$ cat config.mk
export PLATFORM = sky130hd
export DESIGN_NAME = frame_reader_flat
export DESIGN_NICKNAME = d
export VERILOG_FILES = /design/src/rtl/frame_reader_if.sv /design/src/rtl/frame_reader.sv /design/src/flat_wrapper.sv
export SDC_FILE = /design/constraint.sdc
export NUM_CORES = 1
export LEC_CHECK = 0
export CAP_MARGIN = 5
export CORE_ASPECT_RATIO = 0.5
export CORE_MARGIN = 2
export CORE_UTILIZATION = 60
export DETAILED_ROUTE_END_ITERATION = 8
export DONT_BUFFER_PORTS = 1
export PLACE_DENSITY_LB_ADDON = 0.25
export SYNTH_ARGS = -nofsm -noshare
export SYNTH_HDL_FRONTEND = slang
export SYNTH_SLANG_ARGS = --single-unit
$ cat constraint.sdc
create_clock -name Clk -period 6.2 [get_ports Clk]
set_input_delay 0.93 -clock Clk [delete_from_list [all_inputs] [get_ports Clk]]
set_output_delay 0.93 -clock Clk [all_outputs]
set_load 0.05 [all_outputs]
$ cat src/rtl/frame_reader_if.sv
// Signal bundle between frame_reader and its video/frame-buffer/palette surroundings.
// The slave modport is the reader's own view; master is the surrounding system's view.
interface frame_reader_if;
    logic [9:0]  DrawX;
    logic [9:0]  DrawY;
    logic        hs_in;
    logic        vs_in;
    logic        video_on_in;
    logic [17:0] fb_addr;
    logic [4:0]  fb_rdata;
    logic        pal_we;
    logic [4:0]  pal_addr;
    logic [23:0] pal_data;
    logic        swap_req;
    logic        swap_ack;
    logic        front_buf;
    logic [7:0]  R;
    logic [7:0]  G;
    logic [7:0]  B;
    logic        hs_out;
    logic        vs_out;
    logic        video_on_out;

    modport slave (
        input  DrawX, DrawY, hs_in, vs_in, video_on_in, fb_rdata,
               pal_we, pal_addr, pal_data, swap_req,
        output fb_addr, swap_ack, front_buf, R, G, B, hs_out, vs_out, video_on_out
    );

    modport master (
        output DrawX, DrawY, hs_in, vs_in, video_on_in, fb_rdata,
               pal_we, pal_addr, pal_data, swap_req,
        input  fb_addr, swap_ack, front_buf, R, G, B, hs_out, vs_out, video_on_out
    );
endinterface

$ cat src/rtl/frame_reader.sv
// Double-buffered 320x240 frame reader scaled 2x to 640x480, with a 32-entry palette
// and a swap FSM that only flips the front page at the start of vertical blanking.
module frame_reader #(
    parameter int         H_ACTIVE     = 640,
    parameter int         V_ACTIVE     = 480,
    parameter logic [4:0] BG_INDEX     = 5'h11,
    parameter logic [4:0] TRANSP_INDEX = 5'h15
) (
    input  logic            Clk,
    input  logic            Reset,
    frame_reader_if.slave   bus
);
    localparam logic [17:0] PAGE1_BASE = 18'd76800;

    typedef enum logic {IDLE, PENDING} swap_state_t;

    swap_state_t r_state;
    logic        r_front_buf;
    logic        r_swap_ack;
    logic [17:0] r_fb_addr;
    logic [2:0]  r_hs_dly;
    logic [2:0]  r_vs_dly;
    logic [2:0]  r_von_dly;
    logic [23:0] r_rgb;
    logic [23:0] r_palette [32];

    logic        w_visible;
    logic        w_swap_pt;
    logic [17:0] w_base;
    logic [17:0] w_row;
    logic [17:0] w_offset;
    logic [4:0]  w_index;
    logic [23:0] w_pal_rd;

    assign w_visible = (bus.DrawX < 10'(H_ACTIVE)) && (bus.DrawY < 10'(V_ACTIVE));
    assign w_swap_pt = (bus.DrawX == 10'd0) && (bus.DrawY == 10'(V_ACTIVE));
    assign w_base    = r_front_buf ? PAGE1_BASE : 18'd0;
    // row*320 built as row*256 + row*64
    assign w_row     = {9'd0, bus.DrawY[9:1]};
    assign w_offset  = (w_row << 8) + (w_row << 6) + {9'd0, bus.DrawX[9:1]};

    assign w_index   = (bus.fb_rdata == TRANSP_INDEX) ? BG_INDEX : bus.fb_rdata;
    // A write landing on the entry being looked up wins over the stored value
    assign w_pal_rd  = (bus.pal_we && (bus.pal_addr == w_index)) ? bus.pal_data
                                                                 : r_palette[w_index];

    always_ff @(posedge Clk) begin
        if (Reset) begin
            for (int i = 0; i < 32; i++) r_palette[i] <= '0;
        end else if (bus.pal_we) begin
            r_palette[bus.pal_addr] <= bus.pal_data;
        end
    end

    // Stage 1 address, stage 2 memory read, stage 3 colour; timing bits ride alongside
    always_ff @(posedge Clk) begin
        if (Reset) begin
            r_fb_addr <= '0;
            r_hs_dly  <= '0;
            r_vs_dly  <= '0;
            r_von_dly <= '0;
            r_rgb     <= '0;
        end else begin
            r_fb_addr <= w_visible ? (w_base + w_offset) : w_base;
            r_hs_dly  <= {r_hs_dly[1:0],  bus.hs_in};
            r_vs_dly  <= {r_vs_dly[1:0],  bus.vs_in};
            r_von_dly <= {r_von_dly[1:0], bus.video_on_in};
            r_rgb     <= r_von_dly[1] ? w_pal_rd : 24'h0;
        end
    end

    always_ff @(posedge Clk) begin
        if (Reset) begin
            r_state     <= IDLE;
            r_front_buf <= 1'b0;
            r_swap_ack  <= 1'b0;
        end else begin
            r_swap_ack <= 1'b0;
            case (r_state)
                IDLE: begin
                    if (bus.swap_req) begin
                        if (w_swap_pt) begin
                            r_front_buf <= ~r_front_buf;
                            r_swap_ack  <= 1'b1;
                        end else begin
                            r_state <= PENDING;
                        end
                    end
                end
                PENDING: begin
                    if (w_swap_pt) begin
                        r_front_buf <= ~r_front_buf;
                        r_swap_ack  <= 1'b1;
                        r_state     <= IDLE;
                    end
                end
                default: r_state <= IDLE;
            endcase
        end
    end

    assign bus.fb_addr      = r_fb_addr;
    assign bus.swap_ack     = r_swap_ack;
    assign bus.front_buf    = r_front_buf;
    assign bus.R            = r_rgb[23:16];
    assign bus.G            = r_rgb[15:8];
    assign bus.B            = r_rgb[7:0];
    assign bus.hs_out       = r_hs_dly[2];
    assign bus.vs_out       = r_vs_dly[2];
    assign bus.video_on_out = r_von_dly[2];
endmodule
$ cat src/flat_wrapper.sv
// flat-port wrapper written by rule: the top's interface ports become plain ports
module frame_reader_flat 
#(
    parameter int         H_ACTIVE     = 640,
    parameter int         V_ACTIVE     = 480,
    parameter logic [4:0] BG_INDEX     = 5'h11,
    parameter logic [4:0] TRANSP_INDEX = 5'h15
)
  (Clk, Reset, bus_DrawX, bus_DrawY, bus_hs_in, bus_vs_in, bus_video_on_in, bus_fb_rdata, bus_pal_we, bus_pal_addr, bus_pal_data, bus_swap_req, bus_fb_addr, bus_swap_ack, bus_front_buf, bus_R, bus_G, bus_B, bus_hs_out, bus_vs_out, bus_video_on_out);
  frame_reader_if bus_i ();
  input  logic Clk;
  input  logic Reset;
  input wire logic [$bits(bus_i.DrawX)-1:0] bus_DrawX;
  input wire logic [$bits(bus_i.DrawY)-1:0] bus_DrawY;
  input wire logic [$bits(bus_i.hs_in)-1:0] bus_hs_in;
  input wire logic [$bits(bus_i.vs_in)-1:0] bus_vs_in;
  input wire logic [$bits(bus_i.video_on_in)-1:0] bus_video_on_in;
  input wire logic [$bits(bus_i.fb_rdata)-1:0] bus_fb_rdata;
  input wire logic [$bits(bus_i.pal_we)-1:0] bus_pal_we;
  input wire logic [$bits(bus_i.pal_addr)-1:0] bus_pal_addr;
  input wire logic [$bits(bus_i.pal_data)-1:0] bus_pal_data;
  input wire logic [$bits(bus_i.swap_req)-1:0] bus_swap_req;
  output wire logic [$bits(bus_i.fb_addr)-1:0] bus_fb_addr;
  output wire logic [$bits(bus_i.swap_ack)-1:0] bus_swap_ack;
  output wire logic [$bits(bus_i.front_buf)-1:0] bus_front_buf;
  output wire logic [$bits(bus_i.R)-1:0] bus_R;
  output wire logic [$bits(bus_i.G)-1:0] bus_G;
  output wire logic [$bits(bus_i.B)-1:0] bus_B;
  output wire logic [$bits(bus_i.hs_out)-1:0] bus_hs_out;
  output wire logic [$bits(bus_i.vs_out)-1:0] bus_vs_out;
  output wire logic [$bits(bus_i.video_on_out)-1:0] bus_video_on_out;
  assign bus_i.DrawX = bus_DrawX;
  assign bus_i.DrawY = bus_DrawY;
  assign bus_i.hs_in = bus_hs_in;
  assign bus_i.vs_in = bus_vs_in;
  assign bus_i.video_on_in = bus_video_on_in;
  assign bus_i.fb_rdata = bus_fb_rdata;
  assign bus_i.pal_we = bus_pal_we;
  assign bus_i.pal_addr = bus_pal_addr;
  assign bus_i.pal_data = bus_pal_data;
  assign bus_i.swap_req = bus_swap_req;
  assign bus_fb_addr = bus_i.fb_addr;
  assign bus_swap_ack = bus_i.swap_ack;
  assign bus_front_buf = bus_i.front_buf;
  assign bus_R = bus_i.R;
  assign bus_G = bus_i.G;
  assign bus_B = bus_i.B;
  assign bus_hs_out = bus_i.hs_out;
  assign bus_vs_out = bus_i.vs_out;
  assign bus_video_on_out = bus_i.video_on_out;
  frame_reader #(.H_ACTIVE(H_ACTIVE), .V_ACTIVE(V_ACTIVE), .BG_INDEX(BG_INDEX), .TRANSP_INDEX(TRANSP_INDEX)) u_core (.Clk(Clk), .Reset(Reset), .bus(bus_i));
endmodule
* Word level (Yosys, flattened, before mapping) *
Memory sizes are Yosys's and may differ from the RTL's. A register that Yosys moved wholly into a read port is not among the register bits.
Index checks and enable logic that the tools add are counted.

cells by class
  add/sub/neg operators = 3
  $lt $le $gt $ge = 2
  equality and inequality tests = 3
  mux-type cells = 20
  bitwise operators = 3
  reduce and logical (&&, ||, !) cells = 5

operator list
  operator                number
  $mux W24                1
  $reduce_or A24 Y1       1
  $add A17 B15 Y18        1
  $add A18 B18 Y18        1
  $add A18 B9 Y18         1
  $mux W18                1
  $mux W17                1
  $mux W1                 12
  $eq A10 B9 Y1 const B   1
  $logic_not A10 Y1       1
  $lt A10 B10 Y1 const B  1
  $lt A10 B9 Y1 const B   1
  $mux W5                 2
  $pmux W1 S2             3
  $eq A5 B5 Y1 const B    1
  $not A1 Y1              3
  $logic_and A1 B1 Y1     2
  $ne A2 B2 Y1 const B    1
  $reduce_or A2 Y1        1

storage, ports and cells
  register bits after elaboration = 30
  memory bits (writable) = 768
  memories = 1

memory list
  name              depth  bits a word  read ports  clocked after memory_dff  write ports  RTL line            source
  u_core.r_palette  32     24           1           1                         32           frame_reader.sv:25  logic [23:0] r_palette [32];

* Longest topological paths before layout *
  depth in word-level cells = 5
  mapped depth = 9
  mapped depth without buffers = 9

* Least setup slack after synthesis *
No wires, ideal clock.

  kind = input port to flip-flop
  start point = in bus_DrawY[1]
  end point = reg u_core.r_fb_addr[14] (netlist: u_core.bus.fb_addr[14])
  arrival time = 2.948 ns
  data required time = 6.080 ns
  setup slack = 3.132 ns
  stages on the path = 9
  buffers on the path = 0
  cell sequence = inv_1 -> fa_1 -> inv_1 -> ha_1 -> a211oi_1 -> o21bai_1 -> a2111oi_0 -> o21ai_0 -> nor3b_1

between the ends
  word-level cells in the longest chain between the ends = 4
  elaborated cells on any way between the ends = 6

RTL lines
  item                    RTL line            source
  start: declaration      flat_wrapper.sv:14  input wire logic [$bits(bus_i.DrawY)-1:0] bus_DrawY;
  $add A17 B15 Y18        frame_reader.sv:40  assign w_offset = (w_row << 8) + (w_row << 6) + {9'd0, bus.DrawX[9:1]};
  $add A18 B9 Y18         frame_reader.sv:40
  $add A18 B18 Y18        frame_reader.sv:64  r_fb_addr <= w_visible ? (w_base + w_offset) : w_base;
  $mux W18 *              frame_reader.sv:64
  end signal: assignment  frame_reader.sv:64
  end: declaration        frame_reader.sv:20  logic [17:0] r_fb_addr;

Every way passes the cells marked *; elsewhere a longest branch is shown, timed or not.
A chain may end at the register's enable or synchronous reset.

* Worst setup path in the final report *
  start point = reg u_core.r_front_buf (netlist: u_core.bus.front_buf)
  end point = reg u_core.r_fb_addr[14] (netlist: u_core.bus.fb_addr[14])

between the ends
  word-level cells in the longest chain between the ends = 3

RTL lines
  item                      RTL line            source
  start: declaration        frame_reader.sv:18  logic r_front_buf;
  start signal: assignment  frame_reader.sv:83  r_front_buf <= ~r_front_buf;
  start signal: assignment  frame_reader.sv:92  r_front_buf <= ~r_front_buf;
  $mux W17                  frame_reader.sv:37  assign w_base = r_front_buf ? PAGE1_BASE : 18'd0;
  $add A18 B18 Y18          frame_reader.sv:64
  $mux W18                  frame_reader.sv:64

No other way between the ends.

==> flow_metrics.tcl <==
set metrics [dict create \
    maxSlewViolCount 0 \
    r2r_slack_ns 2.91 \
    synth_top_flop_cell "edfxtp_1" \
    fin_cells 3356 \
    cts-resized-gates 0 \
    cts_root_buf "clkbuf_16" \
    place.gp.congestion 0.838 \
    die_area_sq_um 64600 \
    die-height_um 181 \
    hold_path_class "in2reg" \
    cts_htree_levels 3 \
    io_pins 108 \
    dp.cells 3219 \
    max_clock_freq_mhz 304 \
    drc 0 \
    layout.nets 2550 \
    ys_types 55 \
    multi_input_area_sq_um 12200 \
    finalHoldViolations 0 \
    drv_cap 0 \
    relSlewSlack_pct 16.5 \
    cts-hold-fix-buffers 0 \
    total_power_uw 11900 \
    timing.hold.ws_ns 0.384 \
    netlist.top_cell.by_area "edfxtp_1" \
    num_rows 64 \
    yosysSeqAreaShare_pct 64.5 \
    via_per_inst 6.36 \
    drt_iter0_drc 2591 \
    die_w_um 357 \
    drt-total-wl_mm 93.9 \
    setup_tns_ns 0 \
    drive_above_1_share_pct 11.9 \
    yosysTopAreaCellShare_pct 61.6 \
    numCtsBuffers 73 \
    crit_path_end_kind "flip-flop" \
    cts_num_sinks 822 \
    worstMarginPinSlew_ns 1.25 \
    path_class "reg2reg" \
    peakVddDrop_uv 200 \
    arrival_ns 3.77 \
    syn-cell-area_sq_um 37500 \
    globalRoute.totalOverflow 0 \
    synth_commonest_cells "777 x and2_1, 768 x edfxtp_1, 193 x mux2i_1" \
    fin_crit_sh_pct 53.0 \
    synth.area.top_cells "edfxtp_1 62%, and2_1 13%, mux4_2 5.8%, mux2i_1 5.2%, dfxtp_1 2.9%" \
    clk_path_buf_depth 3 \
    synth_edf_count 768 \
    grt_pass1_wl_mm 137 \
    post_cts_buffers 0 \
    start_util_pct 61.0 \
    async_flop_share_pct 0 \
    required_ns 6.69 \
    grt_max_degree 291 \
    antenna_found_initial 3 \
    fin_crit_ns 3.29 \
    cts_tree "done" \
    setup_viol_count_final 0 \
    syn_to_final_growth_pct 7.31 \
    clk_latency_ns 0.61 \
    yosysWarnings 0 \
    wire_per_inst_um 28.0 \
    grtUsageTotal_pct 29.4 \
    status "finished clean" \
    cp_max_fo 6 \
    first_global_vias 20901 \
    fin_skew_ns 0.0242 \
    ff_latch_area_sq_um 24100 \
    critPathLaunchType "flip-flop" \
    synth_fp_nets 2668 \
    syn_avg_cell_area_sq_um 14.5 \
    io_buffers 0 \
    syn-instance-count 2587 \
    ys_ff_latch 822 \
    leakagePower_uw 0.0143 \
    clk_pin_slew_ns 0.07 \
    powerDensity_nw_per_um2 296 \
    ant_nets 0 \
    yosysMostFrequentCell "and2_1" \
    fillers 4283 \
    rsz0062_at_grt "no" \
    finalCoreUtilization_pct 65.4 \
    core-area_sq_um 61400 \
    hpwl_mm 53.4 \
    first_pass_iters 7 \
    vias 21329 \
]
==> power breakdown <==
| group | internal (uW) | leakage [uW] | switching (uW) | total (uW) |
|---|---|---|---|---|
| Combinational | 271 | 0.00540 | 381 | 652 |
| Clock | 2740 | 0.00119 | 2030 | 4770 |
| Sequential | 6340 | 0.00774 | 116 | 6460 |
| Total | 9350 | 0.0143 | 2530 | 11900 |
==> metrics by stage <==
stage | worst slack (ns) | instance area, sq um
4_1_cts | 2.97 | 40200
3_3_place_gp | 2.75 | 37700
2_1_floorplan | 3.13 | 37500
3_5_place_dp | 2.68 | 37700
5_1_grt | 2.67 | 40200
6_report | 2.91 | 40200
==> cell families (layout without fill, tap and decap cells) <==
| kind of cell | after synthesis | after routing | synth area share (%) |
|---|---|---|---|
| xor gates and xnor gates | 9 | 9 | 0.210 |
| other | 0 | 4 | 0 |
| DFF | 822 | 822 | 64.5 |
| AOI/OAI and AO/OA | 202 | 202 | 4.05 |
| adders and majority gates | 20 | 20 | 0.768 |
| and+or+nand+nor | 992 | 992 | 16.5 |
| muxes | 289 | 289 | 10.9 |
| buffers and inverters | 253 | 193 | 3.11 |
==> layout make-up <==
class,count,area share (%)
flip-flops and latches,822,60.1
multi-input cells,1512,30.2
clock buffers,110,5.35
well taps,825,2.57
clock inverters,23,0.794
repair buffers,42,0.785
inverters,18,0.168
diodes,4,0.0249
==> state kept, by name (all words and copies together), names as in the netlist <==
signal	count
u_core.r_palette	768
u_core.r_rgb	24
u_core.bus.fb_addr	18
u_core.r_hs_dly	3
u_core.r_von_dly	3
u_core.r_vs_dly	3
u_core.bus.front_buf	1
u_core.bus.swap_ack	1
u_core.r_state	1
==> critical path, cell delays in order, from the launching register on <==
cell,delay [ns]
dfxtp_1,0.78
inv_1,0.23
fa_1,0.57
inv_1,0.04
ha_1,0.31
o21ai_0,0.14
o21bai_1,0.14
a2111oi_0,0.64
o21ai_0,0.16
nor3b_1,0.17
==> routing by layer <==
layer	up-vias	GRT usage (%)	wire, um
li1	9243	-	-
met1	10841	42.9	38100
met2	1090	44.5	43200
met3	155	6.45	9780
met4	0	9.08	2840
met5	-	0	0
==> cell usage in the layout (no fill, tap or decap), types with 10 or more instances in the layout <==
cell type    n
buf_4       42
nor2_1      48
and4_1      24
ha_1        15
mux4_2      96
dfxtp_1     54
o22ai_1     92
a22oi_1     24
clkbuf_1    24
nor4_1      29
mux2i_1    193
clkbuf_16   78
and3_1      26
a31oi_1     25
and2_1     777
or2_2       33
nor2b_1     10
o2bb2ai_2   18
inv_1       18
edfxtp_1   768
==> worst paths after layout <==
path / from / to / depth (start not counted)
max: u_core.bus.front_buf / u_core.bus.fb_addr[14] / 9
min: Reset / u_core.r_von_dly[1] / 1
max reg2reg: u_core.bus.front_buf / u_core.bus.fb_addr[14] / 9
min reg2reg: u_core.r_hs_dly[0] / u_core.r_hs_dly[1] / 1
Note: power is estimated with default switching activity, not from simulation.
